**config.mk**
```make
export PLATFORM = sky130hd
export DESIGN_NAME = axi_batch_rd_ctrl
export DESIGN_NICKNAME = d
export VERILOG_FILES = /design/src/rtl/axi_pkg.sv /design/src/rtl/axi_burst_sizer.sv /design/src/rtl/axi_batch_rd_ctrl.sv
export SDC_FILE = /design/constraint.sdc
export NUM_CORES = 2
export LEC_CHECK = 0
export CAP_MARGIN = 15
export CORE_AREA = 2 2 477 479
export CTS_CLUSTER_DIAMETER = 80
export CTS_CLUSTER_SIZE = 14
export DETAILED_ROUTE_END_ITERATION = 12
export DIE_AREA = 0 0 479 481
export PLACE_DENSITY_LB_ADDON = 0.1
export SLEW_MARGIN = 5
export SYNTH_ARGS = -nofsm -noshare
export SYNTH_HDL_FRONTEND = slang
export SYNTH_SLANG_ARGS = --single-unit
```
**constraint.sdc**
```tcl
create_clock -name clk -period 11.7 [get_ports clk]
set_input_delay 1.755 -clock clk [delete_from_list [all_inputs] [get_ports clk]]
set_output_delay 1.755 -clock clk [all_outputs]
set_load 0.05 [all_outputs]
```
**src/rtl/axi_pkg.sv**
```systemverilog
// Shared definitions for the batched AXI read controller.
//   state_t        : controller FSM encodings
//   BOUNDARY_BYTES : AXI bursts must not cross this address boundary
//   BOUNDARY_W     : address bits below the boundary (log2 of BOUNDARY_BYTES)
package axi_pkg;

  typedef enum logic [1:0] {
    S_IDLE = 2'd0,
    S_AR   = 2'd1,
    S_R    = 2'd2,
    S_HALT = 2'd3
  } state_t;

  localparam int unsigned BOUNDARY_BYTES = 4096;
  localparam int unsigned BOUNDARY_W     = 12;

endpackage

```
**src/rtl/axi_burst_sizer.sv**
```systemverilog
// Combinational burst sizer: picks the largest legal AR burst as the minimum
// of four beat counts.
//   batch_rem : beats left before the current batch ends
//   xfer_rem  : beats left in the whole transfer
//   bound_rem : beats left before the next 4 KB boundary
//   burst_len : chosen burst length in beats (1..MAX_BURST when inputs are non-zero)
module axi_burst_sizer #(
  parameter int CNT_W     = 32,
  parameter int MAX_BURST = 64
) (
  input  logic [CNT_W-1:0] batch_rem,
  input  logic [CNT_W-1:0] xfer_rem,
  input  logic [CNT_W-1:0] bound_rem,
  output logic [8:0]       burst_len
);

  localparam logic [CNT_W-1:0] MAX_C = CNT_W'(MAX_BURST);

  logic [CNT_W-1:0] min_cnt;

  // NOTE: every variable written here gets a value before any condition, so no latch can be inferred.
  always_comb begin
    min_cnt = MAX_C;
    if (batch_rem < min_cnt) min_cnt = batch_rem;
    if (xfer_rem  < min_cnt) min_cnt = xfer_rem;
    if (bound_rem < min_cnt) min_cnt = bound_rem;
    burst_len = 9'(min_cnt);
  end

endmodule

```
**src/rtl/axi_batch_rd_ctrl.sv**
```systemverilog
// Batched AXI read controller. Reads i_size_bytes from i_base_addr in bursts
// and streams each beat to one of NUM_DST destination buffers, indexing beats
// within fixed-size batches. In batch mode it halts after each batch until
// i_resume.
// Ports:
//   clk, rst_n                     : clock, asynchronous active-low reset
//   i_start/i_dst_sel/i_batch_mode : start pulse, destination, halt-per-batch
//   i_base_addr/i_size_bytes       : beat-aligned base address and byte count
//   i_resume                       : continue from a batch halt
//   m_axi_ar* / m_axi_r*           : AXI read address and read data channels
//   i_dst_ready                    : per-destination accept (backpressure)
//   o_wren/o_wraddr/o_wrdata       : one-hot write strobe, beat index, data
//   o_busy/o_done                  : activity and sticky completion
//   o_batch_done/o_batch_idx       : batch-complete pulse and batch counter
//   o_err                          : sticky rlast/beat-count disagreement
module axi_batch_rd_ctrl
  import axi_pkg::*;
#(
  parameter  int AXI_ADDR_WIDTH      = 64,
  parameter  int AXI_DATA_WIDTH      = 512,
  parameter  int AXI_XFER_SIZE_WIDTH = 32,
  parameter  int NUM_DST             = 4,
  parameter  int BATCH_BEATS         = 3072,
  parameter  int BATCH_CNT_WIDTH     = 15,
  parameter  int MAX_BURST           = 64,
  localparam int BEAT_BYTES          = AXI_DATA_WIDTH / 8,
  localparam int DST_W               = (NUM_DST > 1) ? $clog2(NUM_DST) : 1,
  localparam int BADDR_W             = $clog2(BATCH_BEATS)
) (
  input  logic                           clk,
  input  logic                           rst_n,
  input  logic                           i_start,
  input  logic [DST_W-1:0]               i_dst_sel,
  input  logic                           i_batch_mode,
  input  logic [AXI_ADDR_WIDTH-1:0]      i_base_addr,
  input  logic [AXI_XFER_SIZE_WIDTH-1:0] i_size_bytes,
  input  logic                           i_resume,
  output logic                           m_axi_arvalid,
  input  logic                           m_axi_arready,
  output logic [AXI_ADDR_WIDTH-1:0]      m_axi_araddr,
  output logic [7:0]                     m_axi_arlen,
  input  logic                           m_axi_rvalid,
  output logic                           m_axi_rready,
  input  logic [AXI_DATA_WIDTH-1:0]      m_axi_rdata,
  input  logic                           m_axi_rlast,
  input  logic [NUM_DST-1:0]             i_dst_ready,
  output logic [NUM_DST-1:0]             o_wren,
  output logic [BADDR_W-1:0]             o_wraddr,
  output logic [AXI_DATA_WIDTH-1:0]      o_wrdata,
  output logic                           o_busy,
  output logic                           o_done,
  output logic                           o_batch_done,
  output logic [BATCH_CNT_WIDTH-1:0]     o_batch_idx,
  output logic                           o_err
);

  localparam int BEAT_SHIFT = $clog2(BEAT_BYTES);
  localparam int XW         = AXI_XFER_SIZE_WIDTH;

  state_t                    state;
  logic [DST_W-1:0]          sel_q;
  logic                      mode_q;
  logic [AXI_ADDR_WIDTH-1:0] addr_q;      // address of the next burst
  logic [XW-1:0]             beats_left;  // beats left in the transfer
  logic [BADDR_W-1:0]        batch_pos;   // beat index within the batch
  logic [8:0]                burst_left;  // beats left in the current burst
  logic                      arvalid_q;

  logic [XW-1:0]           total_beats;
  logic [XW-1:0]           batch_rem;
  logic [XW-1:0]           bound_rem;
  logic [BOUNDARY_W:0]     bound_bytes;
  logic [8:0]              burst_len;
  logic                    ar_fire;
  logic                    r_fire;
  logic                    burst_last;
  logic                    batch_end;
  logic                    xfer_last;

  assign total_beats = i_size_bytes >> BEAT_SHIFT;
  assign batch_rem   = XW'(BATCH_BEATS) - XW'(batch_pos);
  assign bound_bytes = (BOUNDARY_W + 1)'(BOUNDARY_BYTES) - {1'b0, addr_q[BOUNDARY_W-1:0]};
  assign bound_rem   = XW'(bound_bytes >> BEAT_SHIFT);

  // Inputs only change in S_R/S_IDLE, so the length is stable while arvalid is held.
  axi_burst_sizer #(
    .CNT_W     (XW),
    .MAX_BURST (MAX_BURST)
  ) u_sizer (
    .batch_rem (batch_rem),
    .xfer_rem  (beats_left),
    .bound_rem (bound_rem),
    .burst_len (burst_len)
  );

  assign m_axi_arvalid = arvalid_q;
  assign m_axi_araddr  = addr_q;
  assign m_axi_arlen   = 8'(burst_len - 9'd1);
  assign m_axi_rready  = (state == S_R) && i_dst_ready[sel_q];
  assign o_busy        = (state != S_IDLE);

  assign ar_fire    = arvalid_q && m_axi_arready;
  assign r_fire     = m_axi_rvalid && m_axi_rready;
  assign burst_last = (burst_left == 9'd1);
  assign batch_end  = (batch_pos == BADDR_W'(BATCH_BEATS - 1));
  assign xfer_last  = (beats_left == XW'(1));

  // NOTE: sequential state uses non-blocking assignments so every register samples pre-edge values.
  always_ff @(posedge clk or negedge rst_n) begin
    if (!rst_n) begin
      state        <= S_IDLE;
      sel_q        <= '0;
      mode_q       <= 1'b0;
      addr_q       <= '0;
      beats_left   <= '0;
      batch_pos    <= '0;
      burst_left   <= '0;
      arvalid_q    <= 1'b0;
      o_wren       <= '0;
      o_wraddr     <= '0;
      // NOTE: o_wrdata is an output register, not a storage array, so it is cheap and safe to reset.
      o_wrdata     <= '0;
      o_done       <= 1'b1;
      o_batch_done <= 1'b0;
      o_batch_idx  <= '0;
      o_err        <= 1'b0;
    end else begin
      o_wren       <= '0;
      o_batch_done <= 1'b0;
      case (state)
        S_IDLE: begin
          if (i_start) begin
            sel_q       <= i_dst_sel;
            mode_q      <= i_batch_mode;
            addr_q      <= i_base_addr;
            beats_left  <= total_beats;
            batch_pos   <= '0;
            o_batch_idx <= '0;
            o_err       <= 1'b0;
            if (total_beats == '0) begin
              // Nothing to read: stay idle and report completion immediately.
              o_done <= 1'b1;
            end else begin
              o_done    <= 1'b0;
              arvalid_q <= 1'b1;
              state     <= S_AR;
            end
          end
        end
        S_AR: begin
          if (ar_fire) begin
            arvalid_q  <= 1'b0;
            burst_left <= burst_len;
            addr_q     <= addr_q + (AXI_ADDR_WIDTH'(burst_len) << BEAT_SHIFT);
            state      <= S_R;
          end
        end
        S_R: begin
          if (r_fire) begin
            o_wren     <= NUM_DST'(1) << sel_q;
            o_wraddr   <= batch_pos;
            o_wrdata   <= m_axi_rdata;
            beats_left <= beats_left - 1'b1;
            burst_left <= burst_left - 1'b1;
            // Progress follows our own beat count; a bad rlast is only flagged.
            if (m_axi_rlast != burst_last) o_err <= 1'b1;
            if (batch_end) begin
              batch_pos    <= '0;
              o_batch_idx  <= o_batch_idx + 1'b1;
              o_batch_done <= 1'b1;
            end else begin
              batch_pos <= batch_pos + 1'b1;
            end
            // Bursts never straddle a batch, so a batch end is always a burst end.
            if (burst_last) begin
              if (xfer_last) begin
                o_done <= 1'b1;
                state  <= S_IDLE;
              end else if (batch_end && mode_q) begin
                state <= S_HALT;
              end else begin
                arvalid_q <= 1'b1;
                state     <= S_AR;
              end
            end
          end
        end
        S_HALT: begin
          if (i_resume) begin
            arvalid_q <= 1'b1;
            state     <= S_AR;
          end
        end
        default: state <= S_IDLE;
      endcase
    end
  end

endmodule
```
### Word-level counts from Yosys, hierarchy flattened

Index checks and enable logic that the tools add are counted.

* bits in registers: 669
* logic and storage cells: 121

* add/subtract/negate cells: 8
* $lt $le $gt $ge: 4
* equal/unequal tests: 18
* shifts and indexed selects: 1
* muxes and demuxes: 55
* reduce and logical (&&, ||, !) cells: 20

Operator list (number)
* two-way mux 32 bit: 4
* two-way mux 64 bit: 2
* one-hot mux 64 bit (2 select lines): 1
* adder 64 x 15 -> 64 bit: 1
* one-hot mux 32 bit (2 select lines): 1
* two-way mux 15 bit: 3
* two-way mux 12 bit: 3
* == test 32 x 1 -> 1 bit (second input constant): 1
* zero test 32 bit: 1
* < comparator 32 bit: 1
* < comparator 32 x 7 -> 1 bit (second input constant): 1
* < comparator 7 x 32 -> 1 bit: 1
* subtractor 32 x 1 -> 32 bit (second input constant): 1
* one-hot mux 15 bit (2 select lines): 1
* two-way mux 9 bit: 3
* one-hot mux 12 bit (2 select lines): 1
* two-way mux 1 bit: 20
* != test 2 bit (second input constant): 10
* one-hot mux 9 bit (2 select lines): 1
* two-way mux 2 bit: 8
* adder 15 x 1 -> 15 bit (second input constant): 1
* subtractor 12 x 12 -> 13 bit (first input constant): 1
* subtractor 13 x 12 -> 13 bit (first input constant): 1
* adder 12 x 1 -> 12 bit (second input constant): 1
* other kinds (24): 37

### Longest topological paths before layout

* depth in word-level cells: 10
* depth in mapped cells: 38
* depth with buffers taken out: 34

### Modules after synthesis

A second synthesis with hierarchy kept.

* cell total of the unflattened synthesis: 3587
* area, all modules: 30875.9 um^2

By module, submodules not included
* axi_batch_rd_ctrl: times used 1, cells an instance 3350, area an instance 29056.6 um^2, sequential area each 16742.3 um^2
* axi_burst_sizer: times used 1, cells an instance 237, area an instance 1819.2 um^2, sequential area each 0.0 um^2

### Worst setup path before layout

OpenSTA, ideal clock, no wires.

* path kind: register to output
* start point: register batch_pos[0]
* end point: output port m_axi_arlen[6]
* arrival: 7127 ps
* required time: 9945 ps
* slack: 2818 ps
* cell stages (with the launch flop): 29
* buffers on the path: 2
* cells stage by stage: dfrtp_1 buf_2 inv_2 ha_1 nor3b_1 and2_1 nand3b_1 a211oi_1 clkbuf_1 nand2_1 ha_1 a211o_1 a21o_1 or2_2 a2111oi_0 o31ai_2 mux2_2 ha_1 a21o_1 a21oi_1 o21ai_0 nor3_1 a21oi_1 o21ai_4 mux2i_1 ha_1 nor3b_1 a31o_2 xor2_1

* word-level cells in the longest chain between the ends: 8

RTL lines
* start: declaration: RTL line axi_batch_rd_ctrl.sv:65 `logic [BADDR_W-1:0] batch_pos;`
* start signal: assignment: RTL line axi_batch_rd_ctrl.sv:172 `batch_pos <= batch_pos + 1'b1;`
* subtractor 12 x 12 -> 13 bit (*): RTL line axi_batch_rd_ctrl.sv:81 `assign batch_rem = XW'(BATCH_BEATS) - XW'(batch_pos);`
* < comparator 32 x 7 -> 1 bit: RTL line axi_burst_sizer.sv:24 `if (batch_rem < min_cnt) min_cnt = batch_rem;`
* two-way mux 32 bit (*): RTL line axi_burst_sizer.sv:24
* < comparator 32 bit: RTL line axi_burst_sizer.sv:25 `if (xfer_rem < min_cnt) min_cnt = xfer_rem;`
* two-way mux 32 bit (*): RTL line axi_burst_sizer.sv:25
* < comparator 7 x 32 -> 1 bit: RTL line axi_burst_sizer.sv:26 `if (bound_rem < min_cnt) min_cnt = bound_rem;`
* two-way mux 9 bit (*): RTL line axi_burst_sizer.sv:26
* subtractor 8 x 1 -> 8 bit (*): RTL line axi_batch_rd_ctrl.sv:98 `assign m_axi_arlen = 8'(burst_len - 9'd1);`
* end: declaration: RTL line axi_batch_rd_ctrl.sv:41 `output logic [7:0] m_axi_arlen,`

Mark *: on every way between the ends. The rest lies on a longest branch, timed or not.

### Worst setup path in the final report

Same ends and word-level chain as after synthesis.

==> metrics <==
Max Cap Viol 0; I/O pin count 1243; maximum VDD drop 0.1415 mV; nets 5217; Vias 27990; critical path class reg -> out; clock root cell clkbuf_16; CTS tree done; placed cell count 7475; Syn. warnings 0; core footprint 225700 sq um; cell count of the worst reg-to-reg path 36; RSZ-0062 raised after global routing no; Tmin final 10.76 ns; most used flip-flop cell after synthesis dfrtp_1; max incr delay on CP 0.87 ns; Post-CTS Hold Buffers 0; clk_skew 0.03608 ns; Seq/Total Area, Yosys 57.34%; CP startpoint batch_pos[0]; EDFF count, synth 0; Hold Violations, Final 0; clock latency on the worst-skew pair 0.70 ns; wire per inst 22.56 um; Most common cell on crit path ha_1; Placer Congestion 0.7768; reg2reg start batch_pos[0]; GRT Util Overall 14.41%; Place WS 1.137 ns; CP arrival 9.00 ns; maximum clock insertion buffer count 3; initial antenna violation count 76; period utilization 91.93%; Slew @ Worst Pin 1.105 ns; fraction of layout instances using a drive strength above 1 5.055%; Mapped Cells 3373; syn avg cell area 8.657 sq um; Yosys reg bits 669; Die Ht 481 um; final HPWL from detailed placement 130500 um; Cell Rows 175; outcome finished clean; synthesized area 29200 sq um; Worst Hold Path Cells 2; CTS Buf Count 87; Synth cell types 72; global-route wire length before repair 236500 um; Overflow after GRT 0; CTS clk-pin slew, worst paths 0.07 ns; most common cell after layout, fill and taps aside nand2_1; vias per inst 3.662; Worst Hold Class reg -> reg; clock sink count 669; starting DRC count in detailed routing 1265; fmax 92.97 MHz; CP max stage cell clkdlybuf4s50_1; number of global-route vias before repair 28430; post-route insts no fill 7645; Initial Utilization 12.93%; async set or reset register ratio after synthesis 100.0%; critical path required time 9.95 ns; die width 479 um; drc violations 0; Routed Antenna Nets 0; IO Port Bufs 1236; final setup fails 0; max-slew violations 0; final setup TNS 0 ns; total wire length 172400 um; startpoint class of the critical path register; Max FO, Critical Path 13; Hold Path Origin o_wrdata[87]; Pleak 21.52 nW; worst setup margin 0.9441 ns; H-tree depth 3; Worst setup EP type output port; drt pass-1 iters 5; tightest slew margin relative to the limit 26.30%; largest net degree at the start of global routing 170; full die area 230400 sq um; most frequent cells in the layout nand2_1 (1687), clkdlybuf4s50_1 (1235), dfrtp_1 (668); Area Growth Syn to Fin 65.01%; pwr dens 308.7 nW/um^2
[Yosys cell counts, types with 4 or more instances]
| master | instances | area, sq um |
|---|---|---|
| a211o_1 | 4 | 35.03 |
| a211oi_1 | 9 | 67.56 |
| a21o_1 | 14 | 105.1 |
| a21oi_1 | 108 | 540.5 |
| a31o_2 | 5 | 43.79 |
| a31oi_1 | 11 | 68.82 |
| a41o_1 | 5 | 50.05 |
| a41oi_1 | 5 | 43.79 |
| and2_1 | 12 | 75.07 |
| and3_1 | 27 | 168.9 |
| and4_1 | 7 | 61.31 |
| buf_1 | 5 | 18.77 |
| clkbuf_1 | 172 | 645.6 |
| dfrtp_1 | 668 | 16720 |
| ha_1 | 38 | 475.5 |
| inv_1 | 33 | 123.9 |
| mux2_2 | 10 | 112.6 |
| mux2i_1 | 36 | 360.4 |
| nand2_1 | 1688 | 6336 |
| nand2b_1 | 7 | 43.79 |
| nand3_1 | 56 | 280.3 |
| nand4_1 | 29 | 181.4 |
| nor2_1 | 95 | 356.6 |
| nor2b_1 | 5 | 31.28 |
| nor3_1 | 36 | 180.2 |
| nor3b_1 | 6 | 45.04 |
| nor4_1 | 22 | 137.6 |
| o211ai_1 | 4 | 30.03 |
| o21a_1 | 6 | 45.04 |
| o21ai_0 | 69 | 345.3 |
| o21bai_1 | 7 | 52.55 |
| o22ai_1 | 60 | 375.4 |
| o31ai_1 | 4 | 30.03 |
| or3_1 | 7 | 43.79 |
| or4_1 | 4 | 30.03 |
| xnor2_1 | 23 | 201.4 |
| xor2_1 | 28 | 245.2 |
[power by group]
part	leakage (nW)	internal (mW)	switching, mW	total (mW)
combinational	11.5	2.42	5.51	7.93
clock	1.49	1.68	1.33	3.00
sequential	8.51	3.24	0.703	3.94
total	21.5	7.33	7.54	14.9
[state kept, by name, indices dropped and copies added, names as in the netlist]
register and count:
batch_pos 12, mode_q 1, m_axi_arvalid 1, state 2
o_wraddr 12, burst_left 9, o_done 1, o_batch_idx 15
o_err 1, o_batch_done 1, m_axi_araddr 64, o_wrdata 512
beats_left 32, sel_q 2, o_wren 4
[cell families (layout without fill, tap and decap cells)]
family / Yosys count / after routing / synth area share [%]
AND/OR/NAND/NOR: 2011 / 2011 / 27.63
flip-flops: 669 / 669 / 57.34
AO/OA/AOI/OAI: 334 / 334 / 7.075
buffers and inverters: 217 / 1468 / 2.828
XOR/XNOR: 51 / 51 / 1.530
multiplexers: 50 / 50 / 1.873
adder cells (fa/ha/maj): 39 / 39 / 1.697
other: 2 / 14 / 0.02572
[worst max-delay path: cells and delay by family, from the launching register on]
family | cells | cell delay (ns)
and+or+nand+nor | 7 | 1.74
xor gates and xnor gates | 1 | 0.14
DFF | 1 | 0.51
buffers and inverters | 4 | 1.54
muxes | 2 | 0.70
adders and majority gates | 4 | 1.07
AOI/OAI and AO/OA | 11 | 2.58
[layout make-up]
| cell class | count | area [sq um] |
|---|---|---|
| Fill cell | 24880 | 177600 |
| Sequential cell | 669 | 16740 |
| Timing Repair Buffer | 1270 | 12730 |
| Multi-Input combinational cell | 2492 | 11700 |
| Tap cell | 3009 | 3765 |
| Clock buffer | 99 | 2293 |
| Clock inverter | 63 | 800.8 |
| Inverter | 36 | 135.1 |
| Antenna cell | 7 | 17.52 |
[metal layers]
| metal | GRT usage (%) | wire, um | up-vias |
|---|---|---|---|
| met5 | 0 | 335 | - |
| met1 | 17.32 | 70920 | 13440 |
| met3 | 5.620 | 15310 | 272 |
| met4 | 3.697 | 4125 | 50 |
| met2 | 23.90 | 81750 | 916 |
| li1 | - | - | 13320 |
[through the flow]
step | util, % | hold WS (ns) | cell area (sq um) | power (mW)
after floorplan | - | 0.4696 | 29220 | 8.633
after global placement | 19.96 | 0.4565 | 45060 | 12.06
after detailed placement | 19.96 | 0.4607 | 45060 | 12.05
after CTS | 21.33 | 0.4763 | 48150 | 15.20
after global routing | 21.34 | 0.4948 | 48170 | 15.76
final | 21.34 | 0.4710 | 48180 | 14.87
[path summary, 6_finish.rpt]
check	end	slack, ns
max	m_axi_arlen[6]	0.94
min	o_wrdata[87]	0.47
max reg2reg	m_axi_araddr[43]	1.91
min reg2reg	o_wrdata[87]	0.47
max in group asynchronous	o_wrdata[321]	8.51
min in group asynchronous	m_axi_araddr[58]	0.97
[repair_timing]
| item | 4_1_cts | 5_1_grt |
|---|---|---|
| gates resized for setup | 0 | 1 |
| setup buffers | 0 | 1 |
| setup endpoints to repair | 0 | 2 |
Power figures use the tool's default switching activity.
